$ cat src/rtl/kl_mem_req_sched.sv
// Memory read scheduler for BWT occurrence fetches: turns one k/l request into one
// shared read or two separate reads, and tracks how many reads are still in flight.
module kl_mem_req_sched #(
   parameter int MAX_OUTSTANDING = 16,
   parameter int ADDR_W          = 42
) (
   input  logic              clk,
   input  logic              rst,
   input  logic              request_valid,
   input  logic [ADDR_W-1:0] addr_k,
   input  logic [ADDR_W-1:0] addr_l,
   input  logic [8:0]        read_num,
   output logic              stall,
   output logic              mem_req_valid,
   input  logic              mem_req_ready,
   output logic [ADDR_W-1:0] mem_req_addr,
   output logic [10:0]       mem_req_tag,
   input  logic              mem_rsp_valid,
   output logic [5:0]        outstanding,
   output logic              err_underflow
);

   typedef enum logic [1:0] {IDLE, ISSUE_K, ISSUE_L} state_t;

   // An accept may add two reads, so admission stops two below the ceiling.
   localparam logic [5:0] OUT_GATE = 6'(MAX_OUTSTANDING - 2);

   state_t            state;
   state_t            state_next;
   logic [ADDR_W-1:0] addr_l_q;
   logic [8:0]        read_num_q;
   logic [1:0]        sel_q;
   logic              handshake;
   logic              accept;
   logic              same_line;

   assign handshake = mem_req_valid && mem_req_ready;
   assign stall     = (state != IDLE) || (outstanding > OUT_GATE);
   assign accept    = request_valid && !stall;
   assign same_line = (addr_k == addr_l);

   always_ff @(posedge clk) begin
      if (rst) begin
         state <= IDLE;
      end else begin
         state <= state_next;
      end
   end

   always_comb begin
      state_next = state;
      unique case (state)
         IDLE:    if (accept) state_next = ISSUE_K;
         ISSUE_K: if (handshake) state_next = (sel_q == 2'b11) ? IDLE : ISSUE_L;
         ISSUE_L: if (handshake) state_next = IDLE;
         default: state_next = IDLE;
      endcase
   end

   // Payload only changes on accept or when moving K -> L, so it holds under backpressure.
   always_ff @(posedge clk) begin
      if (rst) begin
         mem_req_valid <= 1'b0;
         mem_req_addr  <= '0;
         mem_req_tag   <= '0;
         addr_l_q      <= '0;
         read_num_q    <= '0;
         sel_q         <= 2'b00;
      end else begin
         mem_req_valid <= (state_next != IDLE);
         if (accept) begin
            addr_l_q     <= addr_l;
            read_num_q   <= read_num;
            sel_q        <= same_line ? 2'b11 : 2'b01;
            mem_req_addr <= addr_k;
            mem_req_tag  <= {read_num, (same_line ? 2'b11 : 2'b01)};
         end else if ((state == ISSUE_K) && handshake && (sel_q == 2'b01)) begin
            mem_req_addr <= addr_l_q;
            mem_req_tag  <= {read_num_q, 2'b10};
         end
      end
   end

   always_ff @(posedge clk) begin
      if (rst) begin
         outstanding   <= '0;
         err_underflow <= 1'b0;
      end else if (handshake && !mem_rsp_valid) begin
         outstanding <= outstanding + 6'd1;
      end else if (!handshake && mem_rsp_valid) begin
         if (outstanding == 6'd0) begin
            err_underflow <= 1'b1;
         end else begin
            outstanding <= outstanding - 6'd1;
         end
      end
   end

endmodule

$ cat config.mk
export PLATFORM = sky130hd
export DESIGN_NAME = kl_mem_req_sched
export DESIGN_NICKNAME = d
export VERILOG_FILES = /design/src/rtl/kl_mem_req_sched.sv
export SDC_FILE = /design/constraint.sdc
export NUM_CORES = 1
export LEC_CHECK = 0
export ABC_AREA = 1
export CAP_MARGIN = 20
export CORE_MARGIN = 4
export CORE_UTILIZATION = 40
export CTS_BUF_LIST = sky130_fd_sc_hd__clkbuf_4 sky130_fd_sc_hd__clkbuf_8
export CTS_CLUSTER_SIZE = 30
export DETAILED_ROUTE_END_ITERATION = 10
export GPL_TIMING_DRIVEN = 0
export PLACE_DENSITY = 0.73
export SYNTH_ARGS = -nofsm -noshare
export SYNTH_HDL_FRONTEND = slang
export SYNTH_SLANG_ARGS = --single-unit
$ cat constraint.sdc
create_clock -name clk -period 2.5 [get_ports clk]
set_input_delay 0.5 -clock clk [delete_from_list [all_inputs] [get_ports clk]]
set_output_delay 0.5 -clock clk [all_outputs]
set_load 0.01 [all_outputs]
==> results of run 1 <==
## kinds of logic (layout without fill, tap and decap cells)
logic type | after synthesis | count (layout)
xor+xnor | 25 | 25
flops | 116 | 116
buf+inv | 153 | 343
fa+ha+maj | 7 | 7
compound gates | 93 | 93
simple gates | 446 | 446
## synthesized netlist by cell type, drive strengths merged (2+ instances only)
cell and count:
inv 109, nand3 90, clkbuf 19, xnor2 17, nand2 308, a21oi 64
ha 6, nor3 2, o21ai 27, buf 24, dfxtp 116, nor2 44
xor2 8
## layout by cell type (no fill, tap or decap)
| cell type | instances |
|---|---|
| nand2_1 | 306 |
| clkdlybuf4s50_1 | 158 |
| dfxtp_1 | 116 |
| inv_1 | 105 |
| nand3_1 | 89 |
| a21oi_1 | 64 |
| nor2_1 | 44 |
| o21ai_0 | 24 |
| clkbuf_8 | 24 |
| clkbuf_1 | 19 |
| xnor2_1 | 17 |
| buf_2 | 16 |
| xor2_1 | 8 |
| buf_6 | 6 |
| ha_1 | 6 |
| clkbuf_4 | 6 |
| inv_2 | 4 |
| o21ai_1 | 3 |
| bufinv_16 | 2 |
| a31oi_4 | 1 |
| nand2_4 | 1 |
| nor3_1 | 1 |
| clkinv_1 | 1 |
| o31ai_1 | 1 |
| nand3_2 | 1 |
| nor3_4 | 1 |
| nand2_2 | 1 |
| buf_1 | 1 |
| buf_4 | 1 |
| or2_2 | 1 |
| nand4_1 | 1 |
| fa_1 | 1 |
## through the flow
step                power (mW)  hold WS [ps]  setup TNS (ps)
global placement          5.26           452           -59.9
detailed placement        5.31           456            -113
CTS                       7.18           466               0
global route              7.59           483               0
finish                    7.11           465               0
floorplan                 4.15           445               0
## metal layers
metal	part of all wire, %	vias up
met5	0	-
met4	2.0	0
met3	6.3	28
met2	46	154
met1	46	2481
li1	-	2952
## final timing paths
path	startpoint	endpoint	slack, ps
min	addr_l_q[24]	addr_l_q[24]	460
max reg2reg	mem_req_valid	outstanding[5]	530
min reg2reg	addr_l_q[24]	addr_l_q[24]	460
max	outstanding[5]	stall	220
## state kept, by name, indices dropped and copies added (netlist names)
name           count
err_underflow      1
mem_req_addr      42
read_num_q         9
sel_q              2
addr_l_q          42
outstanding        6
state              2
mem_req_tag       11
mem_req_valid      1
## power by group
group / internal [mW] / switching [mW] / total [mW] / leakage (nW)
Clock: 1.14 / 0.728 / 1.87 / 0.228
Combinational: 1.23 / 1.46 / 2.69 / 2.50
Sequential: 2.29 / 0.259 / 2.55 / 0.952
## layout make-up
class                   count  area (um^2)
repair buffers            158         1580
well taps                 176          220
clock inverters             2         60.1
clock buffers              30          375
plain buffers              43          230
multi-input cells         571         2620
inverters                 110          413
fillers                  1363         5630
flip-flops and latches    116         2320
## worst min-delay path, cell delays in order, from the launching register on
cell     delay, ps
dfxtp_1        310
nand2_1         60
a21oi_1         50
==> summary.md, run 1 <==
| Metric | Value |
|---|---|
| Die X | `126 um` |
| Crit-path cells | `nor2_1 > nand3_1 > a31oi_4 > inv_1 > clkdlybuf4s50_1` |
| Detailed-route wire length | `16100 um` |
| Synth unique cells | `28` |
| Gr usage total | `20.3%` |
| Wire length per cell | `13.4 um` |
| M1 GR Usage | `26.3%` |
| CP arrival | `1780 ps` |
| Sequential fraction of the synthesis area | `41.6%` |
| Remaining DRCs | `0` |
| Initial Util | `41.5%` |
| Asr flop ratio synth | `0%` |
| Clock sink count | `116` |
| Crit path kind | `reg -> out` |
| Slack of the critical path | `216 ps` |
| Hold Crit Depth | `2` |
| Final setup fails | `0` |
| Status | `completed` |
| Post-route cell area | `7820 um^2` |
| Final ANT Viol Nets | `0` |
| Total CTS buffers | `17` |
| Synth Cell Area | `5580 um^2` |
| CTS tree | `done` |
| Bufs and invs on worst path | `2` |
| Mux cell area share after synthesis | `0%` |
| Top_reg_cell synth | `dfxtp_1` |
| Core area | `13500 um^2` |
| Skew-Pair Late Insertion Delay | `440 ps` |
| Relative slew slack | `62.1%` |
| Grt met3 use | `6.18%` |
| Die Y | `126 um` |
| Worst R2R Path Depth | `12` |
| Post-synth top area share | `41.6%` |
| H-tree levels | `4` |
| Compound-Gate Fraction of Synth Area | `8.67%` |
| Least-Margin Pin Slew | `568 ps` |
| MaxCap Viol Count | `0` |
| Mapped Nets | `945` |
| Clock transition at path regs | `70 ps` |
| Die Area | `15900 um^2` |
| Hold bufs inserted after CTS | `0` |
| Slew Viols, Final | `0` |
| Root Buffer | `clkbuf_8` |
| Post-CTS sizing | `0` |
| CP peak stage delay | `470 ps` |
| Final worst path period share | `91.4%` |
| CP delay by family, top | `buffers and inverters` |
| Synth Area in Simple Gates | `32.6%` |
| Top-Level Pins | `160` |
| Final hold violations | `0` |
| Vias | `5615` |
| Antenna violations before repair | `0` |
| Synth area leaders | `dfxtp_1, nand2_1, nand3_1` |
| GRT busiest layer | `met2` |
| CP Max Fanout | `4` |
| Post-placement setup slack | `-85.6 ps` |
| Ant. Diodes | `0` |
| Critical path's slowest cell | `clkdlybuf4s50_1` |
| Worst path depth | `5` |
| Vias in the first global route | `5237` |
| Adder-Cell Fraction of Synth Area | `1.70%` |
| Pin count of the biggest net entering global routing | `17` |
| FF+latch count, synth | `116` |
| DRT Pass-1 Iters | `5` |
| Largest family of logic cells by synthesized area | `simple AND/OR/NAND/NOR gates` |
| Placed Cells | `1174` |
| Routed vias/inst | `4.66` |
| Area grow syn2layout | `40.1%` |
| Max Root-Sink Buffers | `2` |
| Leakage | `3.68 nW` |
| Mapped Cells | `840` |
| Hold WC Path Type | `reg -> reg` |
| RSZ-0062 raised after global routing | `false` |
| DRT iter0 DRCs | `318` |
| Synth Warn # | `0` |
| Fin nets | `1122` |
| Syn avg cell area | `6.65 um^2` |
| Post-layout minimum cycle time | `2280 ps` |
| Share of layout cells above drive strength 1 | `6.31%` |
| Number of synthesized flops with an enable pin | `0` |
| FP Rows | `42` |
| Postcts setup bufs | `0` |
| Critical Path Sink Type | `primary output` |
| # port buffers | `158` |
| Startpoint types | `register` |
| First-pass GRT wire length | `26000 um` |
| FMAX | `438 MHz` |
| Post-layout util | `58.1%` |
| Met2 Usage GRT | `32.1%` |
| Cell accounting for the most synthesized area | `dfxtp_1` |
| CP required | `2000 ps` |
| Non-Filler Instances | `1206` |
| Placed Instance Area | `7390 um^2` |
| Clock skew | `9.54 ps` |
| Post-synthesis xor/xnor area fraction | `3.92%` |
| HPWL Detailed | `12000 um` |
| Remaining global-route overflow | `0` |
| Peak supply drop | `0.325 mV` |
| GPL Wtd Cong | `0.819` |
| Power per cell area | `910 nW/um^2` |
(Power assumes the default switching activity.)
==> run 2: changes to the inputs <==
--- a/config.mk
+++ b/config.mk
@@ -14,6 +14,7 @@
 export DETAILED_ROUTE_END_ITERATION = 10
 export GPL_TIMING_DRIVEN = 0
 export PLACE_DENSITY = 0.73
+export RECOVER_POWER = 100
 export SYNTH_ARGS = -nofsm -noshare
 export SYNTH_HDL_FRONTEND = slang
 export SYNTH_SLANG_ARGS = --single-unit
==> summary.md, run 2 (synthesized netlist as in run 1, its figures left out) <==
| Metric | Value |
|---|---|
| Hold bufs inserted after CTS | `0` |
| HPWL Detailed | `12000 um` |
| Crit path kind | `in -> reg` |
| Fin nets | `1122` |
| Remaining DRCs | `0` |
| Die X | `126 um` |
| Pin count of the biggest net entering global routing | `17` |
| First-pass GRT wire length | `26000 um` |
| FMAX | `437 MHz` |
| Postcts setup bufs | `0` |
| Core area | `13500 um^2` |
| # port buffers | `158` |
| Remaining global-route overflow | `0` |
| Final worst path period share | `91.6%` |
| DRT Pass-1 Iters | `5` |
| Peak supply drop | `0.324 mV` |
| Initial Util | `41.5%` |
| Commonest non-fill, non-tap cell in the layout | `nand2_1` |
| Total CTS buffers | `17` |
| Startpoint types | `primary input` |
| Worst hold slack | `465 ps` |
| Least-Margin Pin Slew | `562 ps` |
| CP arrival | `2620 ps` |
| Hold WC Path Type | `reg -> reg` |
| Non-Filler Instances | `1206` |
| Share of layout cells above drive strength 1 | `5.34%` |
| Final setup fails | `0` |
| Comb power frac | `36.7%` |
| Root Buffer | `clkbuf_8` |
| Status | `completed` |
| # fillers | `1373` |
| CP required | `2830 ps` |
| Skew-Pair Late Insertion Delay | `430 ps` |
| Max Root-Sink Buffers | `2` |
| Crit-path cells | `dlygate4sd3_1 > nand2_1 > inv_1 > nand3_1 > nor3_2 > inv_2 > nand2_1 > inv_2 > clkbuf_2 > nand2_1 > nand3_1 > nand2_1 > inv_1` |
| Top-Level Pins | `160` |
| CP Max Fanout | `10` |
| Most frequent cells in the layout | `nand2_1, dfxtp_1, inv_1, clkdlybuf4s50_1, nand3_1` |
| Antenna violations before repair | `0` |
| Pint | `4.55 mW` |
| Leakage | `3.84 nW` |
| Ant. Diodes | `0` |
| Critical path's most frequent cell | `nand2_1` |
| Post-CTS sizing | `0` |
| DRT iter0 DRCs | `305` |
| Die Area | `15900 um^2` |
| Clock skew | `9.30 ps` |
| Final hold violations | `0` |
| CP peak stage delay | `540 ps` |
| Wire length per cell | `13.3 um` |
| H-tree levels | `4` |
| Vias in the first global route | `5237` |
| Routed vias/inst | `4.70` |
| FP Rows | `42` |
| Area grow syn2layout | `39.2%` |
| Placed Cells | `1174` |
| Biggest regs | `addr_l_q x42, mem_req_addr x42, mem_req_tag x11` |
| Post-layout minimum cycle time | `2290 ps` |
| Gr usage total | `20.3%` |
| Vias | `5673` |
| Critical path's slowest cell | `dlygate4sd3_1` |
| MaxCap Viol Count | `0` |
| Detailed-route wire length | `16100 um` |
| Seq pwr share | `36.4%` |
| Psw | `2.40 mW` |
| Relative slew slack | `62.5%` |
| Slew Viols, Final | `0` |
| Critical Path Sink Type | `register` |
| Power per cell area | `894 nW/um^2` |
| Clock group share of total power | `26.8%` |
| Die Y | `126 um` |
| Final ANT Viol Nets | `0` |
| CTS tree | `done` |
| Clock transition at path regs | `70 ps` |
| Switching Fraction | `34.6%` |
| GPL Wtd Cong | `0.819` |
| RSZ-0062 raised after global routing | `false` |
| Clock sink count | `116` |
[run 2: final cells by class]
type	count	area (um^2)	area share [%]
repair buffers	158	1580	20.3
flip-flops and latches	116	2320	29.9
clock buffers	30	375	4.83
plain buffers	43	219	2.82
multi-input cells	571	2580	33.2
well taps	176	220	2.83
inverters	110	413	5.31
clock inverters	2	60.1	0.773
[run 2: worst max-delay path: cells and delay by family]
kind / cells / cell delay, ps
and+or+nand+nor: 7 / 990
buffers and inverters: 6 / 1130
[run 2: power by group through the flow]
| stage | clock [mW] | combinational [mW] | sequential [mW] |
|---|---|---|---|
| 2_1_floorplan | 0 | 1.48 | 2.66 |
| 3_3_place_gp | 0 | 2.68 | 2.58 |
| 3_5_place_dp | 0 | 2.72 | 2.59 |
| 4_1_cts | 1.89 | 2.73 | 2.56 |
| 5_1_grt | 1.97 | 2.87 | 2.60 |
| 6_report | 1.87 | 2.55 | 2.53 |
[run 2: final timing paths]
path | depth (start not counted) | end | startpoint | slack, ps
setup reg to reg | 9 | addr_l_q[32] | outstanding[5] | 330
setup / recovery | 13 | mem_req_addr[38] | mem_req_ready | 210
hold / removal | 2 | addr_l_q[24] | addr_l_q[24] | 470
hold reg to reg | 2 | addr_l_q[24] | addr_l_q[24] | 470
[run 2: layer usage]
metal / vias up / global-route usage, % / wire length [um]
li1: 2954 / - / -
met1: 2515 / 26.3 / 7330
met2: 174 / 32.1 / 7270
met3: 30 / 6.18 / 1120
met4: 0 / 7.32 / 362
met5: - / 0 / 0
[run 2: through the flow]
step	TNS, ps	power [mW]	setup WS (ps)	util, %	instance area (um^2)
6_report	0	6.95	211	57.8	7770
4_1_cts	0	7.18	167	58.1	7820
3_5_place_dp	-113	5.31	-85.6	54.9	7390
3_3_place_gp	-59.9	5.26	-55.2	54.9	7390
2_1_floorplan	0	4.15	564	-	5580
5_1_grt	0	7.44	34.2	57.8	7770
